==> config.mk <==
export PLATFORM = sky130hd
export DESIGN_NAME = fetch_stage
export DESIGN_NICKNAME = d
export VERILOG_FILES = /design/src/rtl/pipe_pkg.sv /design/src/rtl/fetch_skid.sv /design/src/rtl/fetch_stage.sv
export SDC_FILE = /design/constraint.sdc
export NUM_CORES = 1
export LEC_CHECK = 0
export CORE_MARGIN = 10
export CORE_UTILIZATION = 52
export CTS_CLUSTER_SIZE = 8
export DETAILED_ROUTE_END_ITERATION = 7
export HOLD_SLACK_MARGIN = 0.03
export PLACE_DENSITY = 0.84
export SLEW_MARGIN = 20
export SYNTH_ARGS = -nofsm -noshare
export SYNTH_HDL_FRONTEND = slang
export SYNTH_SLANG_ARGS = --single-unit
==> constraint.sdc <==
create_clock -name clk -period 2.3 [get_ports clk]
set_clock_uncertainty 0.2 [all_clocks]
set_input_delay 0.46 -clock clk [delete_from_list [all_inputs] [get_ports clk]]
set_output_delay 0.46 -clock clk [all_outputs]
set_load 0.02 [all_outputs]
==> src/rtl/pipe_pkg.sv <==
// -----------------------------------------------------------------------------
// pipe_pkg
//   Shared pipeline definitions for the fetch stage and its helpers.
//   Holds the PC and instruction widths, the fetch FSM state encoding and
//   small arithmetic helpers used by the fetch logic and its counters.
// -----------------------------------------------------------------------------
package pipe_pkg;

    localparam int unsigned PC_WIDTH    = 16;
    localparam int unsigned INSTR_WIDTH = 16;
    localparam int unsigned CNT_WIDTH   = 16;

    // FETCH : request outstanding at pc, IF/ID loads as soon as data returns
    // HOLD  : returned word parked in the skid entry while decode is stalled
    // DRAIN : redirect arrived mid-request; wait out the old request
    typedef enum logic [1:0] {
        FETCH = 2'd0,
        HOLD  = 2'd1,
        DRAIN = 2'd2
    } fetch_state_t;

    // Modulo-2^PC_WIDTH PC advance; carry out is intentionally dropped.
    function automatic logic [PC_WIDTH-1:0] pc_add(
        input logic [PC_WIDTH-1:0] pc,
        input logic [PC_WIDTH-1:0] step
    );
        return pc + step;
    endfunction

    // Saturating increment for the performance counters.
    function automatic logic [CNT_WIDTH-1:0] sat_inc(
        input logic [CNT_WIDTH-1:0] value
    );
        return (value == '1) ? value : value + CNT_WIDTH'(1);
    endfunction

endpackage : pipe_pkg

==> src/rtl/fetch_skid.sv <==
// -----------------------------------------------------------------------------
// fetch_skid
//   One-entry {instr, pc} holding register. Catches a word returned by
//   instruction memory while the IF/ID register cannot accept it.
//
//   Ports
//     clk       in   clock, rising edge
//     rst       in   synchronous active-high reset, clears the entry
//     load      in   capture in_instr/in_pc and mark the entry valid
//     drop      in   invalidate the entry (wins over load)
//     in_instr  in   instruction word to capture
//     in_pc     in   PC of that instruction word
//     valid     out  entry holds a word
//     instr     out  held instruction word
//     pc        out  PC of the held word
// -----------------------------------------------------------------------------
module fetch_skid
    import pipe_pkg::*;
(
    input  logic                   clk,
    input  logic                   rst,
    input  logic                   load,
    input  logic                   drop,
    input  logic [INSTR_WIDTH-1:0] in_instr,
    input  logic [PC_WIDTH-1:0]    in_pc,
    output logic                   valid,
    output logic [INSTR_WIDTH-1:0] instr,
    output logic [PC_WIDTH-1:0]    pc
);

    always_ff @(posedge clk) begin
        if (rst) begin
            valid <= 1'b0;
            instr <= '0;
            pc    <= '0;
        end else if (drop) begin
            // Payload is left as-is; only the valid flag matters once dropped.
            valid <= 1'b0;
        end else if (load) begin
            valid <= 1'b1;
            instr <= in_instr;
            pc    <= in_pc;
        end
    end

endmodule : fetch_skid

==> src/rtl/fetch_stage.sv <==
// -----------------------------------------------------------------------------
// fetch_stage
//   Instruction fetch stage: owns the PC, issues requests to instruction
//   memory, fills the IF/ID register and handles decode stalls and taken
//   branch redirects. One instruction per cycle with single-cycle memory.
//
//   Parameters
//     RESET_PC  PC loaded on reset
//     PC_STEP   word-addressed PC increment per fetched instruction
//
//   Ports
//     clk           in   clock, all state updates on the rising edge
//     rst           in   synchronous active-high reset
//     imem_req      out  instruction memory request
//     imem_addr     out  request address (pc, or the abandoned pc in DRAIN)
//     imem_ready    in   imem_rdata valid for the held request
//     imem_rdata    in   instruction word from memory
//     stall         in   hold from decode/hazard logic
//     branch_valid  in   qualifies taken this cycle
//     taken         in   branch resolved taken
//     target        in   branch target address
//     if_valid      out  IF/ID holds a live instruction
//     if_instr      out  IF/ID instruction
//     if_pc         out  PC of if_instr
//     stall_cnt     out  (FETCH_PERF_CNT_EN) saturating count of ld=0 cycles
//     flush_cnt     out  (FETCH_PERF_CNT_EN) saturating count of redirects
//
//   Build option
//     FETCH_PERF_CNT_EN  adds the stall_cnt / flush_cnt counters and ports.
// -----------------------------------------------------------------------------
module fetch_stage
    import pipe_pkg::*;
#(
    parameter logic [PC_WIDTH-1:0] RESET_PC = 16'h0000,
    parameter int unsigned         PC_STEP  = 1
) (
    input  logic                   clk,
    input  logic                   rst,
    output logic                   imem_req,
    output logic [PC_WIDTH-1:0]    imem_addr,
    input  logic                   imem_ready,
    input  logic [INSTR_WIDTH-1:0] imem_rdata,
    input  logic                   stall,
    input  logic                   branch_valid,
    input  logic                   taken,
    input  logic [PC_WIDTH-1:0]    target,
`ifdef FETCH_PERF_CNT_EN
    output logic [CNT_WIDTH-1:0]   stall_cnt,
    output logic [CNT_WIDTH-1:0]   flush_cnt,
`endif
    output logic                   if_valid,
    output logic [INSTR_WIDTH-1:0] if_instr,
    output logic [PC_WIDTH-1:0]    if_pc
);

    localparam logic [PC_WIDTH-1:0] STEP = PC_WIDTH'(PC_STEP);

    fetch_state_t           state;
    fetch_state_t           state_d;
    logic [PC_WIDTH-1:0]    pc;
    logic [PC_WIDTH-1:0]    pc_d;
    logic [PC_WIDTH-1:0]    drain_addr;
    logic [PC_WIDTH-1:0]    drain_addr_d;

    logic                   if_valid_d;
    logic [INSTR_WIDTH-1:0] if_instr_d;
    logic [PC_WIDTH-1:0]    if_pc_d;

    logic                   ld;
    logic                   redirect;

    logic                   skid_load;
    logic                   skid_drop;
    logic                   skid_valid;
    logic [INSTR_WIDTH-1:0] skid_instr;
    logic [PC_WIDTH-1:0]    skid_pc;

    // -------------------------------------------------------------------------
    // Skid entry
    // -------------------------------------------------------------------------
    fetch_skid u_skid (
        .clk      (clk),
        .rst      (rst),
        .load     (skid_load),
        .drop     (skid_drop),
        .in_instr (imem_rdata),
        .in_pc    (pc),
        .valid    (skid_valid),
        .instr    (skid_instr),
        .pc       (skid_pc)
    );

    // -------------------------------------------------------------------------
    // Next-state and output logic
    // -------------------------------------------------------------------------
    always_comb begin
        redirect     = branch_valid && taken;
        // IF/ID can accept a word when decode takes the current one or it is empty.
        ld           = !stall || !if_valid;

        state_d      = state;
        pc_d         = pc;
        drain_addr_d = drain_addr;
        if_valid_d   = if_valid;
        if_instr_d   = if_instr;
        if_pc_d      = if_pc;
        skid_load    = 1'b0;
        skid_drop    = redirect;
        imem_req     = 1'b0;
        imem_addr    = pc;

        // Decode consumed IF/ID; it stays empty unless a new word lands below.
        if (ld) begin
            if_valid_d = 1'b0;
        end

        unique case (state)
            FETCH: begin
                imem_req = 1'b1;
                if (redirect) begin
                    pc_d       = target;
                    if_valid_d = 1'b0;
                    if (!imem_ready) begin
                        // Old request is still in flight: remember its address
                        // so imem_addr stays put until memory answers.
                        state_d      = DRAIN;
                        drain_addr_d = pc;
                    end
                end else if (imem_ready) begin
                    if (ld) begin
                        if_valid_d = 1'b1;
                        if_instr_d = imem_rdata;
                        if_pc_d    = pc;
                        pc_d       = pc_add(pc, STEP);
                    end else begin
                        // pc is only advanced once the parked word reaches IF/ID.
                        skid_load = 1'b1;
                        state_d   = HOLD;
                    end
                end
            end

            HOLD: begin
                if (redirect) begin
                    pc_d       = target;
                    if_valid_d = 1'b0;
                    state_d    = FETCH;
                end else if (ld) begin
                    if_valid_d = 1'b1;
                    if_instr_d = skid_instr;
                    if_pc_d    = skid_pc;
                    pc_d       = pc_add(pc, STEP);
                    skid_drop  = 1'b1;
                    state_d    = FETCH;
                end
            end

            DRAIN: begin
                imem_req  = 1'b1;
                imem_addr = drain_addr;
                if (redirect) begin
                    pc_d       = target;
                    if_valid_d = 1'b0;
                    state_d    = FETCH;
                end else if (imem_ready) begin
                    // Returned word belongs to the abandoned path; discard it.
                    state_d = FETCH;
                end
            end

            default: begin
                state_d = FETCH;
            end
        endcase

        // No request while reset is held; an abandoned request is simply dropped.
        if (rst) begin
            imem_req = 1'b0;
        end
    end

    // -------------------------------------------------------------------------
    // State registers
    // -------------------------------------------------------------------------
    always_ff @(posedge clk) begin
        if (rst) begin
            state      <= FETCH;
            pc         <= RESET_PC;
            drain_addr <= '0;
            if_valid   <= 1'b0;
            if_instr   <= '0;
            if_pc      <= '0;
        end else begin
            state      <= state_d;
            pc         <= pc_d;
            drain_addr <= drain_addr_d;
            if_valid   <= if_valid_d;
            if_instr   <= if_instr_d;
            if_pc      <= if_pc_d;
        end
    end

`ifdef FETCH_PERF_CNT_EN
    // -------------------------------------------------------------------------
    // Performance counters
    // -------------------------------------------------------------------------
    always_ff @(posedge clk) begin
        if (rst) begin
            stall_cnt <= '0;
            flush_cnt <= '0;
        end else begin
            if (!ld) begin
                stall_cnt <= sat_inc(stall_cnt);
            end
            if (redirect) begin
                flush_cnt <= sat_inc(flush_cnt);
            end
        end
    end
`endif

endmodule : fetch_stage

==> run summary <==
Post-synthesis register bit count -> 99
First-pass GRT wire length -> 20.9 mm
Worst-path maximum fanout -> 28
Clk root buf -> clkbuf_8
Unrepaired setup endpoints after global routing -> no
Post-synthesis compound-gate area fraction -> 18.5%
DRC errors left -> 0
Synth top cells by count -> 155 x nand2_1, 99 x dfxtp_1, 60 x a21oi_1
Largest net degree at the start of global routing -> 68
# rows -> 34
Longest Clk Path Bufs -> 2
Clock latency on the worst-skew pair -> 0.36 ns
Main combinational cell family by area after synthesis -> simple AND/OR/NAND/NOR gates
Post-Synth XOR/XNOR Area -> 0.190%
Critical-path top delay cell -> dfxtp_1
Synth Warn # -> 0
Kind of critical path -> register to primary output
Worst Hold Path EP -> u_skid.pc[15]
Grt ovf -> 0
Leak -> 2.38 nW
WP data arrival -> 1.55 ns
Worst R2R Setup Slack -> 0.21 ns
Status -> finished clean
Final wirelength -> 12.9 mm
GRT Util Overall -> 19.0%
Utilization after layout -> 67.3%
Top delay family on crit path -> buffers and inverters
Ant. Diodes -> 0
Async SR Flop Fraction -> 0%
Number of flops mapped to enable cells by yosys -> 0
Num CTS Buffers -> 9
WHS Path Cells -> 2
Critical Path Most Common Cell -> nand2_1
Finish-stage setup viols -> 0
I/O pins -> 88
Cells after synthesis -> 580
Final Hold Fails -> 0
VDD IR-drop max -> 0.405 mV
Number of global-route vias before repair -> 4282
Pwr/cell area -> 624 nW/um2
Period utilization -> 96.2%
Reg2reg end -> pc[12]
Worst-margin pin slew -> 0.657 ns
Synth cell types -> 47
Clock sinks -> 99
Worst slew margin -> 56.2%
Most common cell in the synthesized netlist -> nand2_1
Initial drt markers -> 308
Vias/cell -> 5.74
Share of cells above drive strength 1 -> 11.7%
Total number of H-tree levels -> 3
Antenna violations before repair -> 0
Detailed Place HPWL -> 9.14 mm
Chip Width -> 114 um
Via count -> 4439
Max Freq -> 452 MHz
Worst reg2reg startpoint -> pc[3]
Hold_buf cts -> 0
Critical path startpoint category -> register
Post-synthesis adder-cell area fraction -> 0.272%
Required time of the critical path -> 1.64 ns
Commonest register cell after synthesis -> dfxtp_1
Area contributors post-synth -> dfxtp_1 43%, nand2_1 13%, mux2i_1 7.0%, a21oi_1 6.5%, a211oi_1 5.2%
Yosys top cell area share -> 43.1%
Die area -> 13000 um2
Critical-path cell list -> nor2b_2 -> buf_12 -> nand2_1 -> nand2_1 -> clkdlybuf4s15_1
Simple-gate portion of the synthesized area -> 24.4%
Max-cap violations -> 0
Hold path start -> u_skid.pc[15]
CP bufs+invs -> 2
Multiplexer area fraction after synthesis -> 6.96%
Min cycle time layout -> 2.21 ns
Avg Synthesized Cell Area -> 7.93 um2
Worst-path clk slew -> 0.11 ns
Core Box Area -> 8680 um2
Gpl congestion -> 0.931
1st-pass router iterations -> 5
CP endpoint kind -> primary output
Buffers on Ports -> 87
Starting Density -> 53.0%
Antenna-violating nets left -> 0
Syn_nets -> 619
Die H -> 114 um
Seq/Total Area, Yosys -> 43.1%
Pins Over Slew Limit -> 0
CP max stage delay -> 0.37 ns
Register-to-Register Path Depth -> 5
Layout Nets -> 699
Routed wire length per instance -> 16.6 um
Pwr Total -> 3.65 mW
CTS tree -> done
Hold Path Class -> register to register
Leading area contributor after synthesis -> dfxtp_1
Layout area overhead -> 27.0%
Post-Synthesis Cell Area -> 4600 um2
metrics by stage:
step / TNS (ns) / instances / hold WS, ns / cell area [um2] / setup slack (ns)
6_report: 0 / 773 / 0.258 / 5840 / 0.0869
5_1_grt: 0 / 773 / 0.276 / 5840 / 0.000980
4_1_cts: 0 / 773 / 0.259 / 5900 / 0.00138
3_5_place_dp: -1.12 / 756 / 0.246 / 5720 / -0.0706
3_3_place_gp: 0 / 756 / 0.240 / 5720 / 0.0175
2_1_floorplan: 0 / 580 / 0.236 / 4600 / 0.188
what timing repair did:
action                     4_1_cts  5_1_grt
resized for setup               21       30
setup endpoints to repair       16       17
buffers inserted                 1        0
sequential cells by signal (all words and copies together) (netlist names):
signal	flops
u_skid.instr	16
pc	16
u_skid.pc	16
if_pc	16
if_instr	16
drain_addr	16
if_valid	1
state	2
worst max-delay path by stage:
stage          slack [ns]          from      endpoint  cells past startpoint
3_5_place_dp        -0.07  branch_valid   if_instr[9]                      7
3_3_place_gp         0.02         taken      if_pc[0]                      7
2_1_floorplan        0.19      state[1]  imem_addr[0]                      6
4_1_cts             0.001      state[1]  imem_addr[4]                      5
5_1_grt             0.001      state[1]  imem_addr[1]                      5
6_report             0.09      state[1]  imem_addr[1]                      5
cells by family (layout without fill, tap and decap cells):
kind of cell | Yosys count | after routing
simple gates | 252 | 252
compound gates | 136 | 136
flops | 99 | 99
buf+inv | 59 | 144
mux | 32 | 32
fa+ha+maj | 1 | 1
xor+xnor | 1 | 1
power by group:
part | switching, mW | internal (mW) | total, mW
Combinational | 0.393 | 0.329 | 0.722
Sequential | 0.0610 | 1.79 | 1.85
Clock | 0.661 | 0.414 | 1.07
Total | 1.11 | 2.53 | 3.65
routing by layer:
layer / wire (um) / GRT usage [%] / vias to the layer above
met4: 375 / 7.27 / 0
met1: 5460 / 22.4 / 2065
met5: 0 / 0 / -
met2: 5880 / 31.8 / 190
li1: - / - / 2154
met3: 1140 / 5.82 / 30
cell usage in the layout, fill, tap and decap left out, types with 3 or more instances in the layout:
cell and n:
nand2_1 155, dfxtp_1 99, clkdlybuf4s50_1 69, a21oi_1 60, nor2_1 49, mux2i_1 32
a211oi_1 32, buf_4 28, o21ai_0 15, clkbuf_2 14, nor3_1 12, clkbuf_8 9
buf_12 9, a22oi_1 8, nand3_1 7, a22o_1 6, nand2b_1 4, nand4_1 4
inv_1 3, nor4b_1 3, and3_1 3, a2bb2oi_1 3
worst register-to-register path, cell delays in order, from the launching register on:
cell and delay, ns:
dfxtp_1 0.53, nand3_1 0.32, nor3_1 0.42, and3_1 0.24
nor4b_1 0.06, a211o_1 0.24
cell type report:
| cell class | instances | area (um2) |
|---|---|---|
| tap | 108 | 135 |
| clock inverter | 7 | 57.6 |
| fill | 725 | 2830 |
| sequential | 99 | 1980 |
| timing repair buffer | 125 | 1200 |
| multi-input combinational | 422 | 2330 |
| clock buffer | 9 | 124 |
| inverter | 3 | 11.3 |
No activity file was read; power rests on OpenSTA's default activity.
